### config.mk
export PLATFORM = sky130hd
export DESIGN_NAME = ahbmtx_in_stg
export DESIGN_NICKNAME = d
export VERILOG_FILES = /design/src/rtl/ahbmtx_pkg.sv /design/src/rtl/ahbmtx_in_stg.sv
export SDC_FILE = /design/constraint.sdc
export NUM_CORES = 1
export LEC_CHECK = 0
export ABC_AREA = 1
export CAP_MARGIN = 40
export CELL_PAD_IN_SITES_DETAIL_PLACEMENT = 0
export CELL_PAD_IN_SITES_GLOBAL_PLACEMENT = 2
export CORE_UTILIZATION = 23
export DETAILED_ROUTE_END_ITERATION = 12
export PLACE_DENSITY_LB_ADDON = 0.05
export SKIP_CTS_REPAIR_TIMING = 1
export SLEW_MARGIN = 20
export SYNTH_ARGS = -nofsm -noshare
export SYNTH_HDL_FRONTEND = slang
export SYNTH_SLANG_ARGS = --single-unit
### constraint.sdc
create_clock -name HCLK -period 1.49 [get_ports HCLK]
set_input_delay 0.3725 -clock HCLK [delete_from_list [all_inputs] [get_ports HCLK]]
set_output_delay 0.3725 -clock HCLK [all_outputs]
set_load 0.005 [all_outputs]
### src/rtl/ahbmtx_pkg.sv
// ahbmtx_pkg: shared AHB encodings and bundles
// for the bus-matrix stages.
package ahbmtx_pkg;

  localparam logic [1:0] TRANS_IDLE   = 2'b00;
  localparam logic [1:0] TRANS_BUSY   = 2'b01;
  localparam logic [1:0] TRANS_NONSEQ = 2'b10;
  localparam logic [1:0] TRANS_SEQ    = 2'b11;

  localparam logic [2:0] BURST_INCR = 3'b001;

  localparam logic [1:0] RESP_OKAY  = 2'b00;
  localparam logic [1:0] RESP_ERROR = 2'b01;

  typedef struct packed {
    logic [31:0] addr;
    logic [31:0] auser;
    logic [1:0]  trans;
    logic        write;
    logic [2:0]  size;
    logic [2:0]  burst;
    logic [3:0]  prot;
    logic [3:0]  master;
    logic        mastlock;
  } addr_ph_t;

endpackage

### src/rtl/ahbmtx_in_stg.sv
// ahbmtx_in_stg: master-side input stage, holds
// an address phase while the output stage is busy.
module ahbmtx_in_stg
  import ahbmtx_pkg::*;
(
  input  logic        HCLK,
  input  logic        HRESETn,
  input  logic        HSELS,
  input  logic [31:0] HADDRS,
  input  logic [31:0] HAUSERS,
  input  logic [1:0]  HTRANSS,
  input  logic        HWRITES,
  input  logic [2:0]  HSIZES,
  input  logic [2:0]  HBURSTS,
  input  logic [3:0]  HPROTS,
  input  logic [3:0]  HMASTERS,
  input  logic        HMASTLOCKS,
  input  logic        HREADYS,
  input  logic        active_ip,
  input  logic        readyout_ip,
  input  logic [1:0]  resp_ip,
  output logic        sel_ip,
  output logic [31:0] addr_ip,
  output logic [31:0] auser_ip,
  output logic [1:0]  trans_ip,
  output logic        write_ip,
  output logic [2:0]  size_ip,
  output logic [2:0]  burst_ip,
  output logic [3:0]  prot_ip,
  output logic [3:0]  master_ip,
  output logic        mastlock_ip,
  output logic        held_tran_ip,
  output logic        HREADYOUTS,
  output logic [1:0]  HRESPS
);

  addr_ph_t live;
  addr_ph_t held;
  addr_ph_t req;

  logic pend_tran;
  logic burst_ovr;
  logic data_phase;

  logic new_tran;
  logic accept;
  logic load;
  logic held_seq;
  logic ovr_clr;
  logic use_ovr;

  assign live = '{
    addr:     HADDRS,
    auser:    HAUSERS,
    trans:    HTRANSS,
    write:    HWRITES,
    size:     HSIZES,
    burst:    HBURSTS,
    prot:     HPROTS,
    master:   HMASTERS,
    mastlock: HMASTLOCKS
  };

  assign new_tran = HSELS & HREADYS & HTRANSS[1];
  assign accept   = active_ip & readyout_ip;
  // a stray HREADYS while holding must not clobber the held phase
  assign load     = HSELS & HREADYS & ~pend_tran;
  assign held_seq = pend_tran & (held.trans == TRANS_SEQ);
  // NONSEQ/IDLE sampled from this port ends the rewritten burst
  assign ovr_clr  = HSELS & HREADYS & ~HTRANSS[0];
  assign use_ovr  = held_seq | (burst_ovr & ~ovr_clr);

  // capture the address phase whenever the master samples one
  always_ff @(posedge HCLK or negedge HRESETn) begin
    if (!HRESETn) begin
      held <= '0;
    end else if (load) begin
      held <= live;
    end
  end

  // a transfer not taken this cycle waits here until accepted
  always_ff @(posedge HCLK or negedge HRESETn) begin
    if (!HRESETn) begin
      pend_tran <= 1'b0;
    end else if (pend_tran) begin
      if (accept) pend_tran <= 1'b0;
    end else if (new_tran & ~accept) begin
      pend_tran <= 1'b1;
    end
  end

  // a held SEQ restarts as NONSEQ, so the rest becomes INCR
  always_ff @(posedge HCLK or negedge HRESETn) begin
    if (!HRESETn) begin
      burst_ovr <= 1'b0;
    end else if (held_seq) begin
      burst_ovr <= 1'b1;
    end else if (ovr_clr) begin
      burst_ovr <= 1'b0;
    end
  end

  // track an accepted transfer through its data phase
  always_ff @(posedge HCLK or negedge HRESETn) begin
    if (!HRESETn) begin
      data_phase <= 1'b0;
    end else if (readyout_ip | ~data_phase) begin
      data_phase <= held_tran_ip & accept;
    end
  end

  assign req = pend_tran ? held : live;

  assign sel_ip       = pend_tran | HSELS;
  assign addr_ip      = req.addr;
  assign auser_ip     = req.auser;
  assign write_ip     = req.write;
  assign size_ip      = req.size;
  assign prot_ip      = req.prot;
  assign master_ip    = req.master;
  assign mastlock_ip  = req.mastlock;
  assign held_tran_ip = pend_tran | new_tran;

  assign trans_ip = held_seq ? TRANS_NONSEQ : req.trans;
  assign burst_ip = use_ovr ? BURST_INCR : req.burst;

  // stall while holding, else mirror the serving slave
  always_comb begin
    HREADYOUTS = 1'b1;
    HRESPS     = RESP_OKAY;
    if (pend_tran) begin
      HREADYOUTS = 1'b0;
    end else if (data_phase) begin
      HREADYOUTS = readyout_ip;
      HRESPS     = resp_ip;
    end
  end

endmodule

# Word level (Yosys, flattened, before mapping)
# Index checks and enable logic that the tools add are counted.
# word_totals
reg_bits	85
wordCells	44
output_inout_bits	87
inputBits	90
# op_classes
eq_ne	1
bitwise_logic	18
n_reduce_logical	1
muxes	12
# op_table
operator	count
82-bit 2-to-1 mux	1
1-bit AND	9
1-bit 2-to-1 mux	7
2-bit 2-to-1 mux	3
1-bit NOT	5
1-bit bitwise OR	4
3-bit 2-to-1 mux	1
2-bit equality test, second input constant	1
2-bit nonzero test	1

# Longest topological paths before layout
# depth
word_depth	6
mapped_depth	7
depth_no_buf	5

# Worst setup path before layout
# No wires, ideal clock.
# synth_path
kind	reg-to-output
from	register pend_tran
to	output port addr_ip[0]
t_required_ns	1.118
stages_incl_launch_ff	6
path_slack_ns	0.121
n_path_buf	3
t_arrival_ns	0.997
path_cell_list	dfrtp_1 -> buf_6 -> buf_4 -> buf_2 -> nand2_1 -> o21ai_0
# synth_via
elab_chain_cells	1
# synth_lines
item	line_no	text
start: declaration	ahbmtx_in_stg.sv:41	logic pend_tran;
start signal: assignment	ahbmtx_in_stg.sv:85	pend_tran <= 1'b0;
start signal: assignment	ahbmtx_in_stg.sv:87	if (accept) pend_tran <= 1'b0;
start signal: assignment	ahbmtx_in_stg.sv:89	pend_tran <= 1'b1;
82-bit 2-to-1 mux	ahbmtx_in_stg.sv:113	assign req = pend_tran ? held : live;
end: declaration	ahbmtx_in_stg.sv:23	output logic [31:0] addr_ip,
# No other way between the ends.

# Final worst setup path
# layout_path
from	register pend_tran
to	output port sel_ip
# layout_via
elab_chain_cells	1
# layout_lines
item	line_no	text
1-bit bitwise OR	ahbmtx_in_stg.sv:115	assign sel_ip = pend_tran | HSELS;
end: declaration	ahbmtx_in_stg.sv:22	output logic sel_ip,
# No other way between the ends.

==> impl_metrics.prom <==
# TYPE chip_impl_metric gauge
chip_impl_metric{name="slew_headroom",unit=""} 0.675
chip_impl_metric{name="syn_area_per_cell",unit="sq um"} 7.83
chip_impl_info{name="mostFrequentLayoutCells",value="155 x nand2_1, 91 x o21ai_1, 91 x buf_4"} 1
chip_impl_info{name="rr_endpoint",value="held[45]"} 1
chip_impl_info{name="status",value="finished with violations"} 1
chip_impl_metric{name="wirelength",unit="mm"} 14.0
chip_impl_metric{name="grt_max_degree",unit=""} 86
chip_impl_metric{name="antenna_found_initial",unit=""} 1
chip_impl_metric{name="dr.first_iter.drc_count",unit=""} 85
chip_impl_info{name="violated_checks",value="setup timing"} 1
chip_impl_metric{name="timing.critical_path.fanout_max",unit=""} 15
chip_impl_metric{name="clock.fmax",unit="MHz"} 539
chip_impl_metric{name="drt-wirelength-per-cell",unit="um"} 13.3
chip_impl_metric{name="total_leakage_power",unit="nW"} 3.95
chip_impl_metric{name="drc",unit=""} 0
chip_impl_metric{name="fp.dieW",unit="um"} 139
chip_impl_metric{name="clk_latency",unit="ns"} 0.34
chip_impl_metric{name="syn_area",unit="sq um"} 4350
chip_impl_metric{name="drt_pass1_iterations",unit=""} 4
chip_impl_info{name="cts_tree",value="done"} 1
chip_impl_metric{name="timing_hold_violations_final",unit=""} 0
chip_impl_metric{name="clk_path_buf_depth",unit=""} 2
chip_impl_metric{name="nNetsFinal",unit=""} 911
chip_impl_metric{name="fill_cells",unit=""} 1890
chip_impl_metric{name="grt_pass1_wl",unit="mm"} 20.5
chip_impl_metric{name="place.gp.congestion",unit=""} 0.717
chip_impl_info{name="final_common_cell",value="nand2_1"} 1
chip_impl_metric{name="antenna_violating_nets_post_route",unit=""} 0
chip_impl_metric{name="cts_max_level",unit=""} 3
chip_impl_metric{name="synth_cells",unit=""} 555
chip_impl_info{name="clk_root_buffer_cell",value="clkbuf_16"} 1
chip_impl_info{name="end_kind",value="output pin"} 1
chip_impl_metric{name="n_antenna_cell",unit=""} 0
chip_impl_metric{name="ir_worst_vdd",unit="V"} 0.000595
chip_impl_metric{name="dpl_cell_area",unit="sq um"} 6970
chip_impl_metric{name="synth_seq_area_share",unit=""} 0.489
chip_impl_metric{name="gr-total-overflow",unit=""} 0
chip_impl_metric{name="start_util",unit=""} 0.238
chip_impl_metric{name="worst-r2r-cell-count",unit=""} 7
chip_impl_metric{name="yosys_warnings",unit=""} 0
chip_impl_metric{name="post-route-util",unit=""} 0.416
chip_impl_info{name="hold_path_class",value="in2async"} 1
chip_impl_metric{name="timing.final.ws_setup",unit="ns"} -0.367
chip_impl_metric{name="rows",unit=""} 49
chip_impl_metric{name="io_buffers",unit=""} 176
chip_impl_info{name="crit_path_end",value="sel_ip"} 1
chip_impl_metric{name="design_area",unit="sq um"} 7600
chip_impl_metric{name="timing.final.max_slew_violations",unit=""} 0
chip_impl_metric{name="final-setup-viol-count",unit=""} 169
chip_impl_metric{name="reg2reg_slack",unit="ns"} -0.13
chip_impl_metric{name="fp.dieArea",unit="sq um"} 19500
chip_impl_metric{name="worst_setup_hold_path_clk_slew",unit="ns"} 0.06
chip_impl_metric{name="cp_data_required_time",unit="ns"} 1.12
chip_impl_metric{name="synth_fp_nets",unit=""} 645
chip_impl_metric{name="tritoncts.num_buffers",unit=""} 9
chip_impl_metric{name="via_count_of_the_first_global_routing_pass",unit=""} 4144
chip_impl_metric{name="die_h",unit="um"} 139
chip_impl_metric{name="clock_sinks",unit=""} 85
chip_impl_metric{name="design.portCount",unit=""} 177
chip_impl_metric{name="ys_ff_latch",unit=""} 85
chip_impl_metric{name="period_share",unit=""} 1.25
chip_impl_info{name="timing.critical_path.from",value="pend_tran"} 1
chip_impl_metric{name="place_hpwl",unit="mm"} 8.75
chip_impl_metric{name="route.detailed.vias_per_inst",unit=""} 4.22
chip_impl_metric{name="clock_skew",unit="ns"} 0.00474
chip_impl_metric{name="drv_cap",unit=""} 0
chip_impl_metric{name="post_synth_num_cell_types",unit=""} 17
chip_impl_metric{name="vias",unit=""} 4454
chip_impl_metric{name="max_slew.worst_pin.slew",unit="ns"} 0.488
chip_impl_info{name="startpoint_type_of_the_worst_setup_path",value="flop"} 1
chip_impl_metric{name="syn_to_final_growth",unit="%"} 74.9
chip_impl_metric{name="placeableCoreArea",unit="sq um"} 18300
chip_impl_metric{name="drive_above_1_share",unit=""} 0.350
chip_impl_metric{name="period_minus_slack",unit="ns"} 1.86
chip_impl_metric{name="grt_use_total",unit=""} 0.131
chip_impl_info{name="regToRegStartpoint",value="pend_tran"} 1
chip_impl_info{name="worstSetupPathType",value="reg2out"} 1
chip_impl_metric{name="arrival",unit="ns"} 1.48
chip_impl_info{name="grt_setup_unrepaired",value="yes"} 1
chip_impl_metric{name="power_density",unit="nW/um^2"} 1080
-- through the flow --
stage                     TNS (ns)  hold slack (ns)  std cells  setup WS (ns)  power [mW]
after floorplan                  0           0.0769        555          0.121        3.99
after global placement      -57.18            0.461       1026         -0.881        5.38
after detailed placement    -56.80            0.458       1026         -0.892        5.41
after CTS                   -85.36           0.0791       1042         -0.904        8.23
after global routing        -44.46            0.106       1055         -0.418        8.78
final                       -33.88           0.0605       1055         -0.367        8.23
-- synthesized netlist by cell type, drive strengths merged --
cell type | number | area share
o21ai | 161 | 0.20
a21oi | 4 | 0.0046
nor2 | 6 | 0.0052
inv | 85 | 0.074
nand2 | 171 | 0.15
clkbuf | 8 | 0.0069
dfrtp | 85 | 0.49
nand3 | 5 | 0.0069
or2 | 1 | 0.0014
o22ai | 1 | 0.0014
buf | 28 | 0.060
-- cell type report --
type | count | area [sq um] | area share
Timing Repair Buffer | 290 | 2610 | 0.344
Sequential cell | 85 | 2130 | 0.280
Multi-Input combinational cell | 350 | 1900 | 0.249
Inverter | 85 | 322 | 0.0423
Tap cell | 229 | 287 | 0.0377
Clock buffer | 12 | 236 | 0.0311
Clock inverter | 4 | 120 | 0.0158
-- logic make-up (layout without fill, tap and decap cells) --
group	Yosys count	count (layout)	share of synthesized area
simple gates	183	184	0.161
compound gates	166	166	0.209
buf+inv	121	391	0.141
flops	85	85	0.489
-- metal layers --
layer	wire, um	global-route usage	vias up
met2	6330	0.204	127
li1	-	-	2282
met1	6240	0.165	2030
met3	1220	0.0540	15
met5	0	0	-
met4	201	0.0409	0
-- state kept, by name, summed over array words and instances, names as in the netlist --
name	count
data_phase	1
burst_ovr	1
held	82
pend_tran	1
-- critical path, stage by stage, from the launching register on --
cell and delay [ns]:
dfrtp_4 0.52, buf_6 0.17, or2_2 0.29, dlymetal6s2s_1 0.16
-- worst min-delay path by stage --
stage	from	endpoint	slack, ns	depth (start not counted)
2_1_floorplan	HRESETn	burst_ovr	0.08	0
3_3_place_gp	HRESETn	held[29]	0.46	2
3_5_place_dp	HRESETn	held[29]	0.46	2
4_1_cts	HRESETn	held[29]	0.08	2
5_1_grt	HRESETn	held[29]	0.11	2
6_report	HRESETn	held[29]	0.06	2
-- where the power goes --
group          leakage (nW)  switching [mW]  internal, mW
Combinational          2.73            1.16          1.32
Clock                 0.171           0.918          1.81
Sequential             1.06           0.254          2.76
No activity file was read; power rests on OpenSTA's default activity.
